<file path="src/rtl/key_debounce_conditioner.sv">
`default_nettype none
// ============================================================================
// Module   : key_debounce_conditioner
// Brief    : Synchronizes, debounces and edge-detects one active-low pushbutton;
//            keeps a wrapping press count and a sticky pending flag with ack.
//            Optional long-press pulse when KEY_DEBOUNCE_LONG_PRESS_EN is defined.
// Revision : 1.0 - initial release
// ============================================================================
module key_debounce_conditioner #(
    parameter int SYNC_STAGES     = 2,
    parameter int DEBOUNCE_CYCLES = 500000,
    parameter int COUNT_W         = 16,
    parameter int LONG_CYCLES     = 50000000
) (
    input  logic               CLOCK_50,
    input  logic               reset,
    input  logic               key_n,
    input  logic               ack,
    output logic               key_n_clean,
    output logic               pressed,
    output logic               press_pulse,
    output logic               release_pulse,
    output logic               pending,
    output logic [COUNT_W-1:0] press_count,
    output logic               long_press
);

    localparam int              c_DB_W    = (DEBOUNCE_CYCLES > 1) ? $clog2(DEBOUNCE_CYCLES) : 1;
    localparam logic [c_DB_W-1:0] c_DB_LAST = c_DB_W'(DEBOUNCE_CYCLES - 1);

    typedef enum logic [1:0] {
        ST_UP        = 2'd0,
        ST_WAIT_DOWN = 2'd1,
        ST_DOWN      = 2'd2,
        ST_WAIT_UP   = 2'd3
    } state_t;

    logic [SYNC_STAGES-1:0] sync_q, sync_d;
    state_t                 state_q, state_d;
    logic [c_DB_W-1:0]      db_cnt_q, db_cnt_d;
    logic                   clean_q, clean_d;
    logic                   pressed_q, pressed_d;
    logic                   press_pulse_q, press_pulse_d;
    logic                   release_pulse_q, release_pulse_d;
    logic                   pending_q, pending_d;
    logic [COUNT_W-1:0]     press_count_q, press_count_d;
    logic                   w_s;

    assign w_s = sync_q[SYNC_STAGES-1];

    always_comb begin
        sync_d          = {sync_q[SYNC_STAGES-2:0], key_n};
        state_d         = state_q;
        db_cnt_d        = db_cnt_q;
        clean_d         = clean_q;
        press_pulse_d   = 1'b0;
        release_pulse_d = 1'b0;
        case (state_q)
            ST_UP: begin
                if (!w_s) begin
                    state_d  = ST_WAIT_DOWN;
                    db_cnt_d = '0;
                end
            end
            ST_WAIT_DOWN: begin
                if (w_s) begin
                    state_d  = ST_UP;
                    db_cnt_d = '0;
                end else if (db_cnt_q == c_DB_LAST) begin
                    state_d       = ST_DOWN;
                    db_cnt_d      = '0;
                    clean_d       = 1'b0;
                    press_pulse_d = 1'b1;
                end else begin
                    db_cnt_d = db_cnt_q + c_DB_W'(1);
                end
            end
            ST_DOWN: begin
                if (w_s) begin
                    state_d  = ST_WAIT_UP;
                    db_cnt_d = '0;
                end
            end
            ST_WAIT_UP: begin
                if (!w_s) begin
                    state_d  = ST_DOWN;
                    db_cnt_d = '0;
                end else if (db_cnt_q == c_DB_LAST) begin
                    state_d         = ST_UP;
                    db_cnt_d        = '0;
                    clean_d         = 1'b1;
                    release_pulse_d = 1'b1;
                end else begin
                    db_cnt_d = db_cnt_q + c_DB_W'(1);
                end
            end
            default: begin
                state_d  = ST_UP;
                db_cnt_d = '0;
            end
        endcase
        pressed_d     = ~clean_d;
        // A press arriving with ack in the same cycle keeps pending set
        pending_d     = press_pulse_d | (pending_q & ~ack);
        press_count_d = press_count_q + COUNT_W'(press_pulse_d);
    end

    always_ff @(posedge CLOCK_50) begin
        if (reset) begin
            sync_q          <= '1;
            state_q         <= ST_UP;
            db_cnt_q        <= '0;
            clean_q         <= 1'b1;
            pressed_q       <= 1'b0;
            press_pulse_q   <= 1'b0;
            release_pulse_q <= 1'b0;
            pending_q       <= 1'b0;
            press_count_q   <= '0;
        end else begin
            sync_q          <= sync_d;
            state_q         <= state_d;
            db_cnt_q        <= db_cnt_d;
            clean_q         <= clean_d;
            pressed_q       <= pressed_d;
            press_pulse_q   <= press_pulse_d;
            release_pulse_q <= release_pulse_d;
            pending_q       <= pending_d;
            press_count_q   <= press_count_d;
        end
    end

    assign key_n_clean   = clean_q;
    assign pressed       = pressed_q;
    assign press_pulse   = press_pulse_q;
    assign release_pulse = release_pulse_q;
    assign pending       = pending_q;
    assign press_count   = press_count_q;

`ifdef KEY_DEBOUNCE_LONG_PRESS_EN
    localparam int                  c_HOLD_W    = (LONG_CYCLES > 1) ? $clog2(LONG_CYCLES) : 1;
    localparam logic [c_HOLD_W-1:0] c_HOLD_LAST = c_HOLD_W'(LONG_CYCLES - 1);

    logic [c_HOLD_W-1:0] hold_q, hold_d;
    logic                long_q, long_d;
    logic                w_in_hold;

    // Saturating at the terminal value is what prevents a repeat pulse
    always_comb begin
        w_in_hold = (state_q == ST_DOWN) || (state_q == ST_WAIT_UP);
        hold_d    = '0;
        long_d    = 1'b0;
        if (w_in_hold) begin
            if (hold_q != c_HOLD_LAST) begin
                hold_d = hold_q + c_HOLD_W'(1);
                long_d = (hold_d == c_HOLD_LAST);
            end else begin
                hold_d = hold_q;
            end
        end
    end

    always_ff @(posedge CLOCK_50) begin
        if (reset) begin
            hold_q <= '0;
            long_q <= 1'b0;
        end else begin
            hold_q <= hold_d;
            long_q <= long_d;
        end
    end

    assign long_press = long_q;
`else
    logic w_unused_long;
    assign w_unused_long = ^LONG_CYCLES;
    assign long_press    = 1'b0;
`endif

endmodule
`default_nettype wire

</file>
<file path="config.mk">
export PLATFORM = sky130hd
export DESIGN_NAME = key_debounce_conditioner
export DESIGN_NICKNAME = d
export VERILOG_FILES = /design/src/rtl/key_debounce_conditioner.sv
export SDC_FILE = /design/constraint.sdc
export NUM_CORES = 1
export LEC_CHECK = 0
export CAP_MARGIN = 20
export CORE_AREA = 2 2 66 68
export DETAILED_ROUTE_END_ITERATION = 8
export DIE_AREA = 0 0 68 70
export PLACE_DENSITY = 0.73
export REMOVE_ABC_BUFFERS = 1
export SYNTH_ARGS = -nofsm -noshare
export SYNTH_HDL_FRONTEND = slang
export SYNTH_SLANG_ARGS = --single-unit
</file>
<file path="constraint.sdc">
create_clock -name CLOCK_50 -period 5.6 [get_ports CLOCK_50]
set_input_delay 0.56 -clock CLOCK_50 [delete_from_list [all_inputs] [get_ports CLOCK_50]]
set_output_delay 0.56 -clock CLOCK_50 [all_outputs]
set_load 0.01 [all_outputs]
</file>
Word level (Yosys, flattened, before mapping)
Index checks and enable logic that the tools add are counted.
- $add $sub $neg: 2
- multipliers: 0
- div/mod/pow operators: 0
- magnitude comparators: 0
- equality and inequality tests: 8
- shift-type cells: 0
- mux-type cells: 21
- bitwise logic cells: 6
- reduce and logical (&&, ||, !) cells: 4
- operators by type and width (kind ; number):
    2-to-1 mux 19 bit ; 5
    case mux 19 bit (4 select lines) ; 1
    adder 19 x 1 -> 19 bit, second input constant ; 1
    == test 19 bit, second input constant ; 1
    adder 16 x 1 -> 16 bit ; 1
    2-to-1 mux 2 bit ; 6
    case mux 2 bit (4 select lines) ; 1
    2-to-1 mux 1 bit ; 7
    != test 3 bit, second input constant ; 2
    == test 2 bit, second input constant ; 2
    != test 2 bit, second input constant ; 2
    inverter 1 bit ; 4
    AND reduction 4 bit ; 1
    OR reduction 3 bit ; 1
    == test 2 x 1 -> 1 bit, second input constant ; 1
    logical NOT 2 bit ; 1
    case mux 1 bit (2 select lines) ; 1
    AND reduction 2 bit ; 1
    bitwise AND 1 bit ; 1
    OR 1 bit ; 1
- register bits after elaboration: 44
- latch bits: 0
- memory bits (writable): 0
- bits in read-only memories: 0
- input port bits: 4
- output and inout port bits: 22
- word-level logic and storage cells: 50
- memories kept: 0

Longest topological paths before layout
Gate-level depths: netlist of the first run.
- depth after elaboration: 5
- mapped depth: 13
- mapped depth without buffers: 13

Worst setup path after synthesis of the first run
No wires, ideal clock.
- kind: flip-flop to flip-flop
- from: reg db_cnt_q[0]
- to: reg press_count_q[15] (netlist: press_count[15])
- setup time: 0.128 ns
- arrival: 2.504 ns
- required time: 5.472 ns
- setup slack: 2.968 ns
- stages on the path, launching flop included: 13
- path buffers: 0
- period minus slack after synthesis: 2.632 ns
- cell sequence: dfxtp_1 > ha_1 > nand4_4 > nor4_4 > and3_1 > nand2_1 > inv_1 > ha_1 > nand3_1 > nor4_1 > nand3_1 > xor2_1 > nor2_1
- longest elaborated chain between the ends: 5
- ends and longest elaborated chain (item ; RTL line ; text):
    from (decl) ; 40 ; logic [c_DB_W-1:0] db_cnt_q, db_cnt_d;
    from (signal assigned) ; 122 ; db_cnt_q <= db_cnt_d;
    == test 19 bit ; 69 ; end else if (db_cnt_q == c_DB_LAST) begin
    2-to-1 mux 1 bit ; 69 ;
    2-to-1 mux 1 bit ; 66 ; if (w_s) begin
    2-to-1 mux 1 bit ; 58 ; case (state_q)
    named net press_pulse_d ; 43 ; logic press_pulse_q, press_pulse_d;
    adder 16 x 1 -> 16 bit ; 105 ; press_count_d = press_count_q + COUNT_W'(press_pulse_d);
    to (signal assigned) ; 128 ; press_count_q <= press_count_d;
    to (decl) ; 46 ; logic [COUNT_W-1:0] press_count_q, press_count_d;
The timed path passes the listed nets, and every way through them passes these cells.
A chain may end at the register's enable or synchronous reset.

Worst setup path after layout of the first run
Ends and elaborated chain as after synthesis.

==> out/summary.json, run 1 <==
{
  "result_of_the_run": "finished clean",
  "irDropWorstVdd_v": 0.000157,
  "cts_post_setup_buffers_inserted": 0,
  "timing.final.setup_violations": 0,
  "grt_start_max_net_pins": 29,
  "io_buffers": 24,
  "cpPeakStageDelay_ns": 0.54,
  "holdPathStages": 1,
  "rows": 24,
  "fp.dieH_um": 70,
  "power.static_leakage_nw": 0.845,
  "number_of_global_route_vias_before_repair": 1493,
  "cp-start-kind": "flop",
  "number_of_top_level_design_ports": 26,
  "clk_root_buffer_cell": "sky130_fd_sc_hd__clkbuf_8",
  "timing.hold.worst.start": "sync_q[0]$_SDFF_PP1_",
  "global_route_wire_length_before_repair_mm": 6.59,
  "timing.critical_path.to_type": "flop",
  "synth_edf_count": 0,
  "internal-power_w": 0.000425,
  "core-area_sq_um": 4140,
  "cts-htree-levels": 2,
  "synth_sequential_area_ratio": 0.436,
  "num-nets-final": 265,
  "hold_viol_final": 0,
  "path_delay_family": "simple AND/OR/NAND/NOR gates",
  "synthCells": 231,
  "track_usage": 0.175,
  "vias": 1703,
  "clkTransAtPathRegs_ns": 0.08,
  "sequentialPowerShare": 0.579,
  "worst_slew_margin_rel": 0.388,
  "cts_tree": "built",
  "achievable-frequency_mhz": 335,
  "ys_seq_elements": 44,
  "clock_sinks": 44,
  "timing_worst_slew_pin_value_ns": 0.915,
  "path_class": "flop to flop",
  "wl_per_cell_um": 12.3,
  "setup_repair_after_global_routing_missed_its_margin": "false",
  "placement.cell_area_sq_um": 2300,
  "startpoint": "db_cnt_q[0]$_SDFFE_PP0P_",
  "worst_hold_path.endpoint": "sync_q[1]$_SDFF_PP1_",
  "route.antenna.remaining_nets": 0,
  "maxCapViolations": 0,
  "gp_congestion": 0.790,
  "switching_power_w": 0.000123,
  "pwrdens_nw_per_um2": 230,
  "timing.critical_path.cells": "ha_1 > nand4_4 > nor4_4 > and3_1 > nand2_1 > inv_1 > ha_1 > nand3_1 > nor4_1 > nand3_1 > xor2_1 > nor2_1",
  "mappedNetlistArea_sq_um": 2020,
  "r2r-start": "db_cnt_q[0]$_SDFFE_PP0P_",
  "clk-insertion-delay-late_ns": 0.29,
  "detail_route.first_pass.iterations": 4,
  "finalCriticalPeriod_ns": 2.98,
  "drive_above_1_share": 0.0736,
  "reg2reg_to": "press_count[15]$_SDFF_PP0_",
  "remaining_drc_errors": 0,
  "cts_made_buffers": 5,
  "cts.path.max_buffers": 2,
  "fin_tns_setup_ns": 0,
  "ys_types": 43,
  "crit_required_ns": 5.79,
  "synthesis.yosys.warnings": 0,
  "final-max-slew-violation-count": 0,
  "period_utilization": 0.532,
  "r2r_setup_slk_ns": 2.62,
  "insertedDiodeCount": 0,
  "synth-main-ff-cell": "sky130_fd_sc_hd__dfxtp_1",
  "worst_r2r_path_depth": 12,
  "initial_antenna_violation_count": 0,
  "avgViaCountPerCell": 5.49,
  "routed_wirelength_mm": 3.82,
  "number_of_instances_resized_during_post_cts_repair": 0,
  "design_area_sq_um": 2390,
  "power_frac_clock": 0.379,
  "areaGrowthSynthToFinish_pct": 18.3,
  "critical_path_peak_fanout": 5,
  "final.setup_skew_ns": 0.00567,
  "die_area_sq_um": 4760,
  "grt_overflow_total": 0,
  "worstPathArrival_ns": 3.17,
  "power.combinational.fraction": 0.042,
  "initial_core_util": 0.488,
  "cp_num_buf_inv": 1,
  "crit_path_top_delay_cell": "sky130_fd_sc_hd__nor4_1",
  "swShare": 0.225,
  "syn_avg_cell_area_sq_um": 8.75,
  "hp-class": "flop to flop",
  "detail_route.iter0.violations": 68,
  "place.detailed.hpwl_mm": 2.64,
  "cts-hold-fix-buffers": 0,
  "share_of_flip_flops_with_an_asynchronous_set_or_reset_after_synthesis": 0,
  "die_width_um": 68
}
-- logic make-up (layout without fill, tap and decap cells) --
group           count (synthesis)  count (layout)  share of synthesized area
buf+inv                        12              39                     0.0297
other cells                     1               1                    0.00186
xor+xnor                       14              14                     0.0644
simple gates                  114             114                      0.307
fa+ha+maj                       4               4                     0.0248
mux                             2               2                     0.0105
flops                          44              44                      0.436
compound gates                 40              40                      0.126
-- layout by cell type, fill, tap and decap left out, types with 7 or more instances in the layout --
master,count
sky130_fd_sc_hd__clkdlybuf4s50_1,24
sky130_fd_sc_hd__nor2_1,24
sky130_fd_sc_hd__nand3_1,18
sky130_fd_sc_hd__nor3_1,7
sky130_fd_sc_hd__dfxtp_1,44
sky130_fd_sc_hd__nand2_1,25
sky130_fd_sc_hd__a31oi_1,13
sky130_fd_sc_hd__a21oi_1,12
sky130_fd_sc_hd__xor2_1,8
-- power groups by stage --
stage / combinational [W] / clock [W] / sequential (W)
after floorplan: 0.0000110 / 0 / 0.000326
after global placement: 0.0000231 / 0 / 0.000325
after detailed placement: 0.0000232 / 0 / 0.000325
after CTS: 0.0000233 / 0.000214 / 0.000318
after global routing: 0.0000251 / 0.000227 / 0.000318
final: 0.0000231 / 0.000208 / 0.000318
-- through the flow --
step	hold WS [ns]	worst slack, ns	utilization	total power [W]	cells
6_report	0.412	2.62	0.577	0.000549	310
5_1_grt	0.425	2.28	0.577	0.000570	310
4_1_cts	0.414	2.60	0.577	0.000555	310
3_5_place_dp	0.394	2.62	0.554	0.000348	302
3_3_place_gp	0.392	2.74	0.554	0.000348	302
2_1_floorplan	0.389	2.98	-	0.000336	225
-- cells in the mapped netlist, drive strengths merged, types with 4 or more instances --
library cell	number	area, sq um
nand2b	4	25.0
nand4	6	52.6
nor2	24	90.1
a21oi	12	60.1
dfxtp	44	881
and3	6	37.5
nor3	7	35.0
ha	4	50.1
inv	6	22.5
nand3	18	90.1
nand2	25	93.8
a31oi	13	81.3
nor4	4	46.3
xor2	8	70.1
xnor2	6	60.1
o21ai	6	30.0
nor2b	5	31.3
-- registers in the layout, summed over array words and instances (netlist names), named ones only --
| signal | flops |
|---|---|
| key_n_clean | 1 |
| press_pulse | 1 |
| pending | 1 |
| db_cnt_q | 19 |
| pressed | 1 |
| press_count | 16 |
| release_pulse | 1 |
| sync_q | 2 |
| state_q | 1 |
-- worst register-to-register path, cell delays in order (launching register included) --
cell and delay [ns]:
sky130_fd_sc_hd__dfxtp_1 0.39, sky130_fd_sc_hd__ha_1 0.27, sky130_fd_sc_hd__nand4_4 0.16, sky130_fd_sc_hd__nor4_4 0.34, sky130_fd_sc_hd__and3_1 0.25, sky130_fd_sc_hd__nand2_1 0.12
sky130_fd_sc_hd__inv_1 0.10, sky130_fd_sc_hd__ha_1 0.14, sky130_fd_sc_hd__nand3_1 0.17, sky130_fd_sc_hd__nor4_1 0.54, sky130_fd_sc_hd__nand3_1 0.17, sky130_fd_sc_hd__xor2_1 0.17
sky130_fd_sc_hd__nor2_1 0.05
-- how the worst max path moves through the flow --
stage               depth (start not counted)  slack (ns)                          to
global placement                           12        2.74  press_count[15]$_SDFF_PP0_
detailed placement                         12        2.62  press_count[15]$_SDFF_PP0_
floorplan                                  12        2.98  press_count[15]$_SDFF_PP0_
global route                               12        2.28  press_count[15]$_SDFF_PP0_
finish                                     12        2.62  press_count[15]$_SDFF_PP0_
CTS                                        12        2.60  press_count[15]$_SDFF_PP0_
-- layer usage --
layer | vias to the layer above | track usage | part of all wire
met5 | - | 0 | 0
met2 | 33 | 0.265 | 0.47
met1 | 795 | 0.241 | 0.47
li1 | 869 | - | -
met3 | 6 | 0.0531 | 0.042
met4 | 0 | 0.0467 | 0.011
-- layout make-up --
type	count	area [sq um]
Clock inverter	1	7.51
Timing Repair Buffer	25	248
Sequential cell	44	881
Multi-Input combinational cell	175	1080
Tap cell	52	65.1
Inverter	6	22.5
Clock buffer	7	86.3
Fill cell	367	1750
(Power assumes the default switching activity.)
==> run 2: changes to the inputs <==
--- a/config.mk
+++ b/config.mk
@@ -6,10 +6,10 @@
 export NUM_CORES = 1
 export LEC_CHECK = 0
 export CAP_MARGIN = 20
-export CORE_AREA = 2 2 66 68
+export CORE_AREA = 2 2 68 70
 export DETAILED_ROUTE_END_ITERATION = 8
-export DIE_AREA = 0 0 68 70
-export PLACE_DENSITY = 0.73
+export DIE_AREA = 0 0 70 72
+export PLACE_DENSITY = 0.72
 export REMOVE_ABC_BUFFERS = 1
 export SYNTH_ARGS = -nofsm -noshare
 export SYNTH_HDL_FRONTEND = slang
==> constraint.sdc (replaced) <==
create_clock -name CLOCK_50 -period 2.56 [get_ports CLOCK_50]
set_input_delay 0.256 -clock CLOCK_50 [delete_from_list [all_inputs] [get_ports CLOCK_50]]
set_output_delay 0.256 -clock CLOCK_50 [all_outputs]
set_load 0.01 [all_outputs]
==> run 2 against run 1 <==
Final cell count increased by 5.8%. Non-clock buffer count increased by 18. Final area increased by 6.6%. Combinational power increased by 130%. Setup slack got worse by 2.4 ns. Core utilization increased by 2.1 points. Worst hold slack improved by 0.012 ns. Sequential share of layout area decreased by 2.2 points. Total power increased by 120%. Clock power increased by 110%. Wire length increased by 8.5%. Clock-buffer cell count increased by 1. Critical path type unchanged. Critical endpoint is now press_count[10]$_SDFF_PP0_. Highest routed layer unchanged.
==> out/summary.json, run 2 (synthesis gave the netlist of run 1 again) <==
{
  "result_of_the_run": {"value": "finished clean", "change": "unchanged"},
  "cp-start-kind": {"value": "flop", "change": "unchanged"},
  "rows": {"value": 24, "change": "unchanged"},
  "cts-hold-fix-buffers": {"value": 0, "change": "unchanged"},
  "clkTransAtPathRegs": {"value": 0.08, "unit": "ns", "change": "about the same"},
  "crit_required": {"value": 2.78, "unit": "ns", "change": "was 5.79 ns"},
  "place.detailed.hpwl": {"value": 2.96, "unit": "mm", "change": "was 2.64 mm"},
  "r2r-start": {"value": "db_cnt_q[7]$_SDFFE_PP0P_", "change": "was db_cnt_q[0]$_SDFFE_PP0P_"},
  "cts.path.max_buffers": {"value": 2, "change": "unchanged"},
  "post-place-cells": {"value": 317, "change": "was 302"},
  "power.static_leakage": {"value": 0.942, "unit": "nW", "change": "was 0.845 nW"},
  "io_buffers": {"value": 24, "change": "unchanged"},
  "fin_tns_setup": {"value": 0, "unit": "ns", "change": "unchanged"},
  "core-area": {"value": 4260, "unit": "sq um", "change": "was 4140 sq um"},
  "register_with_the_most_flip_flops": {"value": "db_cnt_q", "change": "unchanged"},
  "detail_route.iter0.violations": {"value": 119, "change": "was 68"},
  "grt.met2_usage": {"value": 0.288, "change": "was 0.265"},
  "die_area": {"value": 5040, "unit": "sq um", "change": "was 4760 sq um"},
  "cts_tree": {"value": "built", "change": "unchanged"},
  "route.antenna.remaining_nets": {"value": 0, "change": "unchanged"},
  "remaining_drc_errors": {"value": 0, "change": "unchanged"},
  "num-nets-final": {"value": 283, "change": "was 265"},
  "number_of_flip_flops_in_the_largest_register": {"value": 19, "change": "unchanged"},
  "startpoint": {"value": "db_cnt_q[7]$_SDFFE_PP0P_", "change": "was db_cnt_q[0]$_SDFFE_PP0P_"},
  "number_of_global_route_vias_before_repair": {"value": 1546, "change": "was 1493"},
  "initial_core_util": {"value": 0.474, "change": "was 0.488"},
  "pwrdens": {"value": 468, "unit": "nW/um^2", "change": "was 230 nW/um^2"},
  "grt_overflow_total": {"value": 0, "change": "unchanged"},
  "clock_sinks": {"value": 44, "change": "unchanged"},
  "grtUsageMet3": {"value": 0.0444, "change": "was 0.0531"},
  "global_route_wire_length_before_repair": {"value": 6.96, "unit": "mm", "change": "was 6.59 mm"},
  "track_usage": {"value": 0.174, "change": "was 0.175"},
  "final_common_cell": {"value": "sky130_fd_sc_hd__dfxtp_1", "change": "unchanged"},
  "cts_made_buffers": {"value": 5, "change": "unchanged"},
  "final.setup_skew": {"value": 0.00686, "unit": "ns", "change": "was 0.00567 ns"},
  "final-max-slew-violation-count": {"value": 0, "change": "unchanged"},
  "vias": {"value": 1772, "change": "was 1703"},
  "final_cells": {"value": 328, "change": "was 310"},
  "detail_route.first_pass.iterations": {"value": 4, "change": "unchanged"},
  "period_utilization": {"value": 0.931, "change": "was 0.532"},
  "timing.hold.worst.start": {"value": "sync_q[0]$_SDFF_PP1_", "change": "unchanged"},
  "avgViaCountPerCell": {"value": 5.40, "change": "was 5.49"},
  "worst_slew_margin_rel": {"value": 0.607, "change": "was 0.388"},
  "irDropWorstVdd": {"value": 0.000380, "unit": "V", "change": "was 0.000157 V"},
  "critical_path_peak_fanout": {"value": 3, "change": "was 5"},
  "hold_viol_final": {"value": 0, "change": "unchanged"},
  "hp-class": {"value": "flop to flop", "change": "unchanged"},
  "fp.dieH": {"value": 72, "unit": "um", "change": "was 70 um"},
  "post-layout-total-power": {"value": 0.00119, "unit": "W", "change": "was 0.000549 W"},
  "timing.critical_path.to_type": {"value": "flop", "change": "unchanged"},
  "global_routing_met1_resource_utilization": {"value": 0.215, "change": "was 0.241"},
  "worstPathArrival": {"value": 2.61, "unit": "ns", "change": "was 3.17 ns"},
  "number_of_top_level_design_ports": {"value": 26, "change": "unchanged"},
  "path_class": {"value": "flop to flop", "change": "unchanged"},
  "grt_start_max_net_pins": {"value": 28, "change": "was 29"},
  "wl_per_cell": {"value": 12.6, "unit": "um", "change": "was 12.3 um"},
  "gp_congestion": {"value": 0.773, "change": "was 0.790"},
  "clk-insertion-delay-late": {"value": 0.29, "unit": "ns", "change": "about the same"},
  "areaGrowthSynthToFinish": {"value": 26.1, "unit": "%", "change": "was 18.3%"},
  "routed_wirelength": {"value": 4.14, "unit": "mm", "change": "was 3.82 mm"},
  "timing.final.setup_violations": {"value": 0, "change": "unchanged"},
  "insertedDiodeCount": {"value": 0, "change": "unchanged"},
  "drive_above_1_share": {"value": 0.152, "change": "was 0.0736"},
  "mostFrequentLayoutCells": {"value": "sky130_fd_sc_hd__dfxtp_1 (43), sky130_fd_sc_hd__nand2_1 (25), sky130_fd_sc_hd__clkdlybuf4s50_1 (24), sky130_fd_sc_hd__nor2_1 (23), sky130_fd_sc_hd__buf_4 (19)", "change": "was sky130_fd_sc_hd__dfxtp_1 (44), sky130_fd_sc_hd__nand2_1 (25), sky130_fd_sc_hd__nor2_1 (24), sky130_fd_sc_hd__clkdlybuf4s50_1 (24), sky130_fd_sc_hd__nand3_1 (18)"},
  "timing_worst_slew_pin_value": {"value": 0.585, "unit": "ns", "change": "was 0.915 ns"},
  "maxCapViolations": {"value": 0, "change": "unchanged"},
  "cts-htree-levels": {"value": 2, "change": "unchanged"},
  "top_usage_layer": {"value": "met2", "change": "unchanged"},
  "die_width": {"value": 70, "unit": "um", "change": "was 68 um"},
  "achievable-frequency": {"value": 419, "unit": "MHz", "change": "was 335 MHz"},
  "finalCriticalPeriod": {"value": 2.38, "unit": "ns", "change": "was 2.98 ns"},
  "initial_antenna_violation_count": {"value": 0, "change": "unchanged"},
  "clk_root_buffer_cell": {"value": "sky130_fd_sc_hd__clkbuf_8", "change": "unchanged"}
}
[run 2: worst max-delay path, cell delays in order (launching register included)]
cell,delay [ns]
sky130_fd_sc_hd__dfxtp_1,0.33
sky130_fd_sc_hd__nor4b_2,0.28
sky130_fd_sc_hd__and4b_4,0.28
sky130_fd_sc_hd__and3_4,0.19
sky130_fd_sc_hd__nand2_1,0.07
sky130_fd_sc_hd__inv_1,0.09
sky130_fd_sc_hd__ha_1,0.15
sky130_fd_sc_hd__ha_1,0.15
sky130_fd_sc_hd__nand2_1,0.09
sky130_fd_sc_hd__nor2_2,0.14
sky130_fd_sc_hd__nand3_1,0.10
sky130_fd_sc_hd__or3_1,0.31
sky130_fd_sc_hd__a21oi_1,0.14
[run 2: cell type report]
| type | count | area [sq um] |
|---|---|---|
| multi-input combinational | 175 | 1100 |
| sequential | 44 | 882 |
| tap | 52 | 65.1 |
| fill | 367 | 1720 |
| clock buffer | 8 | 90.1 |
| timing repair buffer | 43 | 383 |
| inverter | 6 | 22.5 |
[run 2: worst paths after layout]
path,endpoint,slack (ns),cells after the start
hold reg to reg,sync_q[1]$_SDFF_PP1_,0.42,1
setup / recovery,press_count[10]$_SDFF_PP0_,0.18,12
setup reg to reg,press_count[10]$_SDFF_PP0_,0.18,12
hold / removal,sync_q[1]$_SDFF_PP1_,0.42,1
[run 2: per-stage QoR]
step | area [sq um] | util | hold slack [ns] | setup slack, ns
floorplan | 1980 | - | 0.325 | -0.0584
global placement | 2410 | 0.565 | 0.399 | 0.0447
detailed placement | 2410 | 0.565 | 0.403 | -0.0235
CTS | 2510 | 0.588 | 0.421 | 0.00496
global route | 2550 | 0.597 | 0.454 | -0.0212
finish | 2550 | 0.597 | 0.424 | 0.176
[run 2: repair_timing]
item                                    4_1_cts  5_1_grt
hold endpoints to repair                      0        0
endpoints found under the setup margin        3        9
gates resized for setup                       0        6
pin swaps                                     1        4
setup buffers                                 1        2
[run 2: layer usage]
metal  vias to the layer above  wire (um)
met1                       821       1950
met4                         0         72
met3                         5        176
met5                         -          0
met2                        40       1950
li1                        906          -
[run 2: report_power, final]
group	leakage [nW]	switching [W]	internal [W]	total (W)
registers	0.356	0.00000531	0.000690	0.000695
logic	0.541	0.0000298	0.0000234	0.0000531
clock network	0.0455	0.000224	0.000220	0.000445
total	0.942	0.000259	0.000934	0.00119
==> run 3: changes to the inputs <==
--- a/config.mk
+++ b/config.mk
@@ -9,6 +9,7 @@
 export CORE_AREA = 2 2 68 70
 export DETAILED_ROUTE_END_ITERATION = 8
 export DIE_AREA = 0 0 70 72
+export GPL_ROUTABILITY_DRIVEN = 0
 export PLACE_DENSITY = 0.72
 export REMOVE_ABC_BUFFERS = 1
 export SYNTH_ARGS = -nofsm -noshare
==> results of run 3 <==
Same layout as run 2: the final DEF is identical, and so are final timing and power.
